<file path="config.mk">
export PLATFORM = sky130hd
export DESIGN_NAME = mac_vector_sequencer
export DESIGN_NICKNAME = d
export VERILOG_FILES = /design/src/rtl/mac_vector_sequencer.sv
export SDC_FILE = /design/constraint.sdc
export NUM_CORES = 1
export LEC_CHECK = 0
export BUFFER_PORTS_ARGS = -buffer_cell sky130_fd_sc_hd__buf_2
export CELL_PAD_IN_SITES_DETAIL_PLACEMENT = 0
export CELL_PAD_IN_SITES_GLOBAL_PLACEMENT = 1
export CORE_ASPECT_RATIO = 1.1
export CORE_MARGIN = 2
export CORE_UTILIZATION = 34
export DETAILED_ROUTE_END_ITERATION = 6
export GPL_TIMING_DRIVEN = 0
export PLACE_DENSITY_LB_ADDON = 0.08
export SLEW_MARGIN = 0
export SYNTH_ARGS = -nofsm -noshare
export SYNTH_HDL_FRONTEND = slang
export SYNTH_SLANG_ARGS = --single-unit
</file>
<file path="constraint.sdc">
create_clock -name clk -period 2.4 [get_ports clk]
set_clock_uncertainty 0.15 [all_clocks]
set_input_delay 0.24 -clock clk [delete_from_list [all_inputs] [get_ports clk]]
set_output_delay 0.24 -clock clk [all_outputs]
set_load 0.005 [all_outputs]
</file>
<file path="src/rtl/mac_vector_sequencer.sv">
// mac_vector_sequencer: streams operand pairs into a MAC and returns the 17-bit dot product
module mac_vector_sequencer #(
    parameter int MAC_LATENCY = 1,
    parameter int LEN_W       = 8
) (
    input  logic             clk,
    input  logic             rst,
    input  logic             start,
    input  logic [LEN_W-1:0] len,
    output logic             busy,
    output logic             err,
    input  logic             in_valid,
    output logic             in_ready,
    input  logic [7:0]       in_a,
    input  logic [7:0]       in_b,
    output logic [7:0]       mac_a,
    output logic [7:0]       mac_b,
    output logic             mac_cin,
    output logic             mac_rst,
    input  logic [15:0]      mac_out,
    input  logic             mac_cout,
    output logic             res_valid,
    input  logic             res_ready,
    output logic [16:0]      res_data
);
    typedef enum logic [2:0] {IDLE, CLEAR, FEED, DRAIN, DONE} state_t;

    localparam int DW = $clog2(MAC_LATENCY + 2);
    localparam logic [LEN_W-1:0] LEN_ONE = 1;
    localparam logic [DW-1:0] D_ONE = 1;
    localparam logic [DW-1:0] D_LAST = DW'(MAC_LATENCY);

    state_t           state, next_state;
    logic [LEN_W-1:0] cnt, len_q;
    logic [DW-1:0]    dcnt;
    logic             fire, feed_last, drain_last;

    // next-state decode and state-derived outputs
    always_comb begin
        next_state = state;
        busy       = state != IDLE;
        in_ready   = state == FEED;
        res_valid  = state == DONE;
        mac_rst    = rst || state == CLEAR;
        mac_cin    = 1'b0;
        fire       = in_ready && in_valid;
        feed_last  = fire && (cnt + LEN_ONE == len_q);
        drain_last = state == DRAIN && dcnt == D_LAST;
        case (state)
            IDLE:    next_state = (start && len != '0) ? CLEAR : IDLE;
            CLEAR:   next_state = FEED;
            FEED:    next_state = feed_last ? DRAIN : FEED;
            DRAIN:   next_state = drain_last ? DONE : DRAIN;
            DONE:    next_state = res_ready ? IDLE : DONE;
            default: next_state = IDLE;
        endcase
    end

    // state, counters, registered MAC operands and result capture
    always_ff @(posedge clk) begin
        if (rst) begin
            state    <= IDLE;
            err      <= 1'b0;
            cnt      <= '0;
            len_q    <= '0;
            dcnt     <= '0;
            mac_a    <= '0;
            mac_b    <= '0;
            res_data <= '0;
        end else begin
            state <= next_state;
            err   <= state == IDLE && start && len == '0;
            if (state == IDLE && start) begin
                len_q <= len;
                cnt   <= '0;
            end else if (fire) begin
                cnt <= cnt + LEN_ONE;
            end
            mac_a <= fire ? in_a : '0;
            mac_b <= fire ? in_b : '0;
            dcnt  <= state == DRAIN ? dcnt + D_ONE : '0;
            if (drain_last) res_data <= {mac_cout, mac_out};
        end
    end
endmodule

</file>
# Yosys cells after proc, flatten, opt, wreduce, memory -nomap -nowiden
# Index checks and enable logic that the tools add are counted.
# word_totals
inputBits	46
word_cells	37
regBits	55
output_inout_bits	39
# classes
n_reduce_logical	14
addsub	2
bitwise_logic	2
mux	5
n_eq_ne	6
# op_table
cell	n
case mux 3 bit (5 select lines)	1
adder 8 x 1 -> 8 bit, second input constant	1
equality test 8 bit	1
zero test 8 bit	1
nonzero test 8 bit	1
equality test 3 x 2 -> 1 bit, second input constant	2
logical AND 1 bit	6
2-to-1 mux 3 bit	2
OR reduction 2 bit	3
equality test 3 x 1 -> 1 bit, second input constant	1
equality test 3 bit, second input constant	1
zero test 3 bit	1
nonzero test 3 bit	1
adder 2 x 1 -> 2 bit, second input constant	1
equality test 2 x 1 -> 1 bit, second input constant	1
2-to-1 mux 1 bit	2
NOT 1 bit	2
logical OR 1 bit	1

# Logic depth before layout (Yosys ltp)
# logic_depth
ltp_word	5
depth_mapped	8
ltp_nobuf	6

# Worst setup path before layout
# OpenSTA, ideal clock, no wires.
# synth_path
kind	register to register
start	reg cnt[0]
end	reg state[0]
path_buffers	0
arrival_ps	1436
stages_incl_launch_ff	6
setup_slack_ps	718
t_required_ps	2154
synth_period_minus_slack_ps	1682
setup_time_ps	96
path_cell_list	dfxtp_1 -> ha_1 -> nand2b_1 -> o211a_1 -> o32a_1 -> o41ai_2
# synth_between
elab_chain_len	5
# synth_rtl
element	line	rtl
from (decl)	34	logic [LEN_W-1:0] cnt, len_q;
from (signal assigned)	77	cnt <= cnt + LEN_ONE;
adder 8 x 1 -> 8 bit	47	feed_last = fire && (cnt + LEN_ONE == len_q);
equality test 8 bit	47	
logical AND 1 bit	47	
2-to-1 mux 1 bit	52	FEED: next_state = feed_last ? DRAIN : FEED;
case mux 3 bit (5 select lines)	49	case (state)
to (signal assigned)	71	state <= next_state;
to (decl)	33	state_t state, next_state;
# No other way between the ends.
# A chain may end at the register's enable or synchronous reset.

# Worst setup path after layout
# Same ends and word-level chain as after synthesis.

==> metrics.md <==
| Metric | Value |
|---|---|
| Outcome | finished clean |
| RSZ-0062 raised after global routing | false |
| Combinational Power Share | ~10% |
| Die Span X | just over 80 um |
| Fin. Hold Viols | 0 |
| Adder and majority gate portion of the synthesized area | 1.14% |
| CTS resizes | 0 |
| Yosys warning count | 0 |
| Drt initial violations | 66 |
| Core area | 6190 sq um |
| Final ANT Viol Nets | 0 |
| Setup crit start kind | flop |
| Syn_nets | 299 |
| Data required, critical path | 2450 ps |
| Fmax | 530 MHz |
| Reg power frac | 57.1% |
| Count of input and output buffers | 82 |
| Clock transition at path regs | 100 ps |
| Number of top-level pins | 85 |
| WL final | 5160 um |
| Post-route setup TNS | 0 ps |
| Largest family of logic cells by synthesized area | simple AND/OR/NAND/NOR gates |
| Sw Ratio | a little under a quarter |
| Area occupied by registers | between 1000 and 1500 sq um |
| Rows | 30 |
| Clock sink count | 55 |
| Final core occ | a little under half |
| Mapped cell area | around 2200 sq um |
| Total leakage power | 1.32 nW |
| Clock share of power | 32.6% |
| Maxcap violations | 0 |
| Multi-input logic area | 992 sq um |
| Seq/Total Area, Yosys | 50.3% |
| Initial antenna violation count | 0 |
| Net Sw Power | 0.387 mW |
| Worst EP arrival | 1930 ps |
| Vias per std cell | between 4 and 5 |
| CTS Buf Count | 5 |
| Post-synthesis mux area share | 0% |
| WS Path Type | reg -> reg |
| # DRC | 0 |
| Htree depth | 2 |
| Die Ht | 88.2 um |
| Layout cell share with drive strength beyond 1 | 30.0% |
| Initial Util | 35.4% |
| VDD IR max | ~0.27 mV |
| Fin crit share | 78.6% |
| GRT Total Usage | between 10% and 20% |
| # hold bufs at CTS | 16 |
| DRT Pass-1 Iters | 4 |
| DR WL/cell | 11.8 um |
| Post-synthesis compound-gate area fraction | 10.1% |
| Cells after Synth | 251 |
| Internal power consumption | 1.26 mW |
| Pin count of the biggest net entering global routing | 18 |
| Worst r2r path cells | 5 |
| Cell Pwr Density | 556 nW/um^2 |
| Buffer depth of the longest clock path | 2 |
| Gr ovfl total | 0 |
| First-pass GRT wire length | 8280 um |
| Fillers | 650 |
| Final WS setup | 514 ps |
| #FFs+latches synth | 55 |
| Via count | 1943 |
| N_diodes | 0 |
| Post-synthesis xor/xnor area fraction | 5.60% |
| Gpl congestion | 0.734 |
| Dpl hpwl | 3760 um |
| Syn-to-layout area delta | 35.0% |
| Finished Cell Area | 2960 sq um |
| Placed Area | around 2700 sq um |
| Placed Cells | 413 |
| TritonCTS clock tree | done |
| Final Non-Filler Cells | 437 |
| Nets@finish | 404 |
| Simple-gate share of the synthesized area | 28.3% |
| Crit Path Max Fanout | 5 |
| Vias in the first global route | 1767 |
| Placement Setup Slack | 519 ps |
| Final Setup Violations | 0 |
| Final min period | 1890 ps |
| Full die area | 7100 sq um |
| Worst min path class | in -> reg |
| Slew Viols, Final | 0 |
| Synth unique cells | 40 |
| Root Driver | clkbuf_8 |
| Hold Crit Depth | 3 |
| Setup crit end kind | flop |
| Worst-Skew Late Latency | 300 ps |
| Setup bufs post-CTS | 0 |
| Syn avg cell area | 8.73 sq um |
## synth_stat cells, drive strengths merged
cell	instances	share of area, %
nor4	5	1.4
o221ai	1	0.40
or4b	1	0.63
nand3b	3	1.0
dfxtp	55	50
ha	2	1.1
conb	1	0.17
o21ai	3	0.69
o211a	1	0.46
nand3	2	0.46
o31ai	1	0.34
buf	9	2.7
or2	2	0.57
nor2	13	2.6
and3b	1	0.40
o32a	1	0.46
clkbuf	5	0.86
a21oi	29	6.6
and2	17	4.9
nand2b	3	0.86
nand4bb	1	0.51
xor2	5	2.0
and3	2	0.63
nor2b	2	0.57
xnor2	9	3.6
o41ai	1	0.74
inv	5	0.86
and4bb	1	0.57
nor3	4	0.91
o21a	1	0.34
nand2	58	9.9
nand4	3	1.1
or3	2	0.57
nor3b	2	0.69
## power by group through the flow
stage | Clock [mW] | Combinational, mW | Sequential (mW)
after CTS | 0.561 | 0.171 | 0.939
after global placement | 0 | 0.150 | 0.960
final | 0.535 | 0.169 | 0.939
after floorplan | 0 | 0.0850 | 0.959
after global routing | 0.599 | 0.189 | 0.942
after detailed placement | 0 | 0.150 | 0.961
## cells by family after synthesis
| family | count (synthesis) |
|---|---|
| other | 1 |
| and+or+nand+nor | 122 |
| buffers and inverters | 19 |
| AOI/OAI and AO/OA | 38 |
| adders and majority gates | 2 |
| DFF | 55 |
| xor gates and xnor gates | 14 |
## metrics by stage
stage	hold WS [ps]	total power [mW]
after global placement	266	1.11
after CTS	0.0745	1.67
final	14.0	1.64
after floorplan	212	1.04
after global routing	3.56	1.73
after detailed placement	271	1.11
## cells in the final DEF (no fill, tap or decap), drive strengths merged, types with 2 or more instances in the layout
| cell type | n |
|---|---|
| nand2b | 3 |
| o21ai | 3 |
| and2 | 17 |
| or2 | 2 |
| xor2 | 5 |
| nor2b | 2 |
| nor3b | 2 |
| nand3 | 2 |
| dfxtp | 55 |
| nand2 | 58 |
| nor3 | 4 |
| clkbuf | 11 |
| or3 | 2 |
| inv | 6 |
| nor4 | 5 |
| nand3b | 3 |
| ha | 2 |
| dlygate4sd3 | 16 |
| xnor2 | 9 |
| nand4 | 3 |
| a21oi | 29 |
| and3 | 2 |
| nor2 | 13 |
| buf | 91 |
## registers in the layout (all words and copies together), names as in the netlist
signal,flops
res_data,17
cnt,8
len_q,8
mac_a,8
mac_b,8
state,3
dcnt,2
err,1
## final cells by class
class,instances,area share [%]
repair buffers,98,19.3
well taps,80,3.38
inverters,5,0.635
multi-input cells,177,33.5
clock inverters,2,0.465
plain buffers,14,2.66
clock buffers,6,2.79
flip-flops and latches,55,37.2
## worst paths after layout
path / from / end / slack, ps
worst min register to register: dcnt[0]$_SDFF_PP0_ / dcnt[0]$_SDFF_PP0_ / 290
worst min-delay path: mac_out[6] / res_data[6]$_SDFFE_PP0P_ / 10
worst max-delay path: cnt[0]$_SDFFE_PP0P_ / state[0]$_SDFF_PP0_ / 510
worst max register to register: cnt[0]$_SDFFE_PP0P_ / state[0]$_SDFF_PP0_ / 510
## layer usage
metal	wire length, um	share of wire [%]	track usage, %	up-vias
met5	0	0	0	-
li1	-	-	-	1036
met1	2250	44	18.8	859
met4	33	0.64	4.16	0
met3	326	6.3	5.26	2
met2	2550	49	24.9	46
## worst max-delay path, stage by stage, from the launching register on
cell	delay [ps]
dfxtp_1	460
ha_1	240
nand2b_1	90
o211a_1	210
o32a_1	300
o41ai_2	330
(Power assumes the default switching activity.)
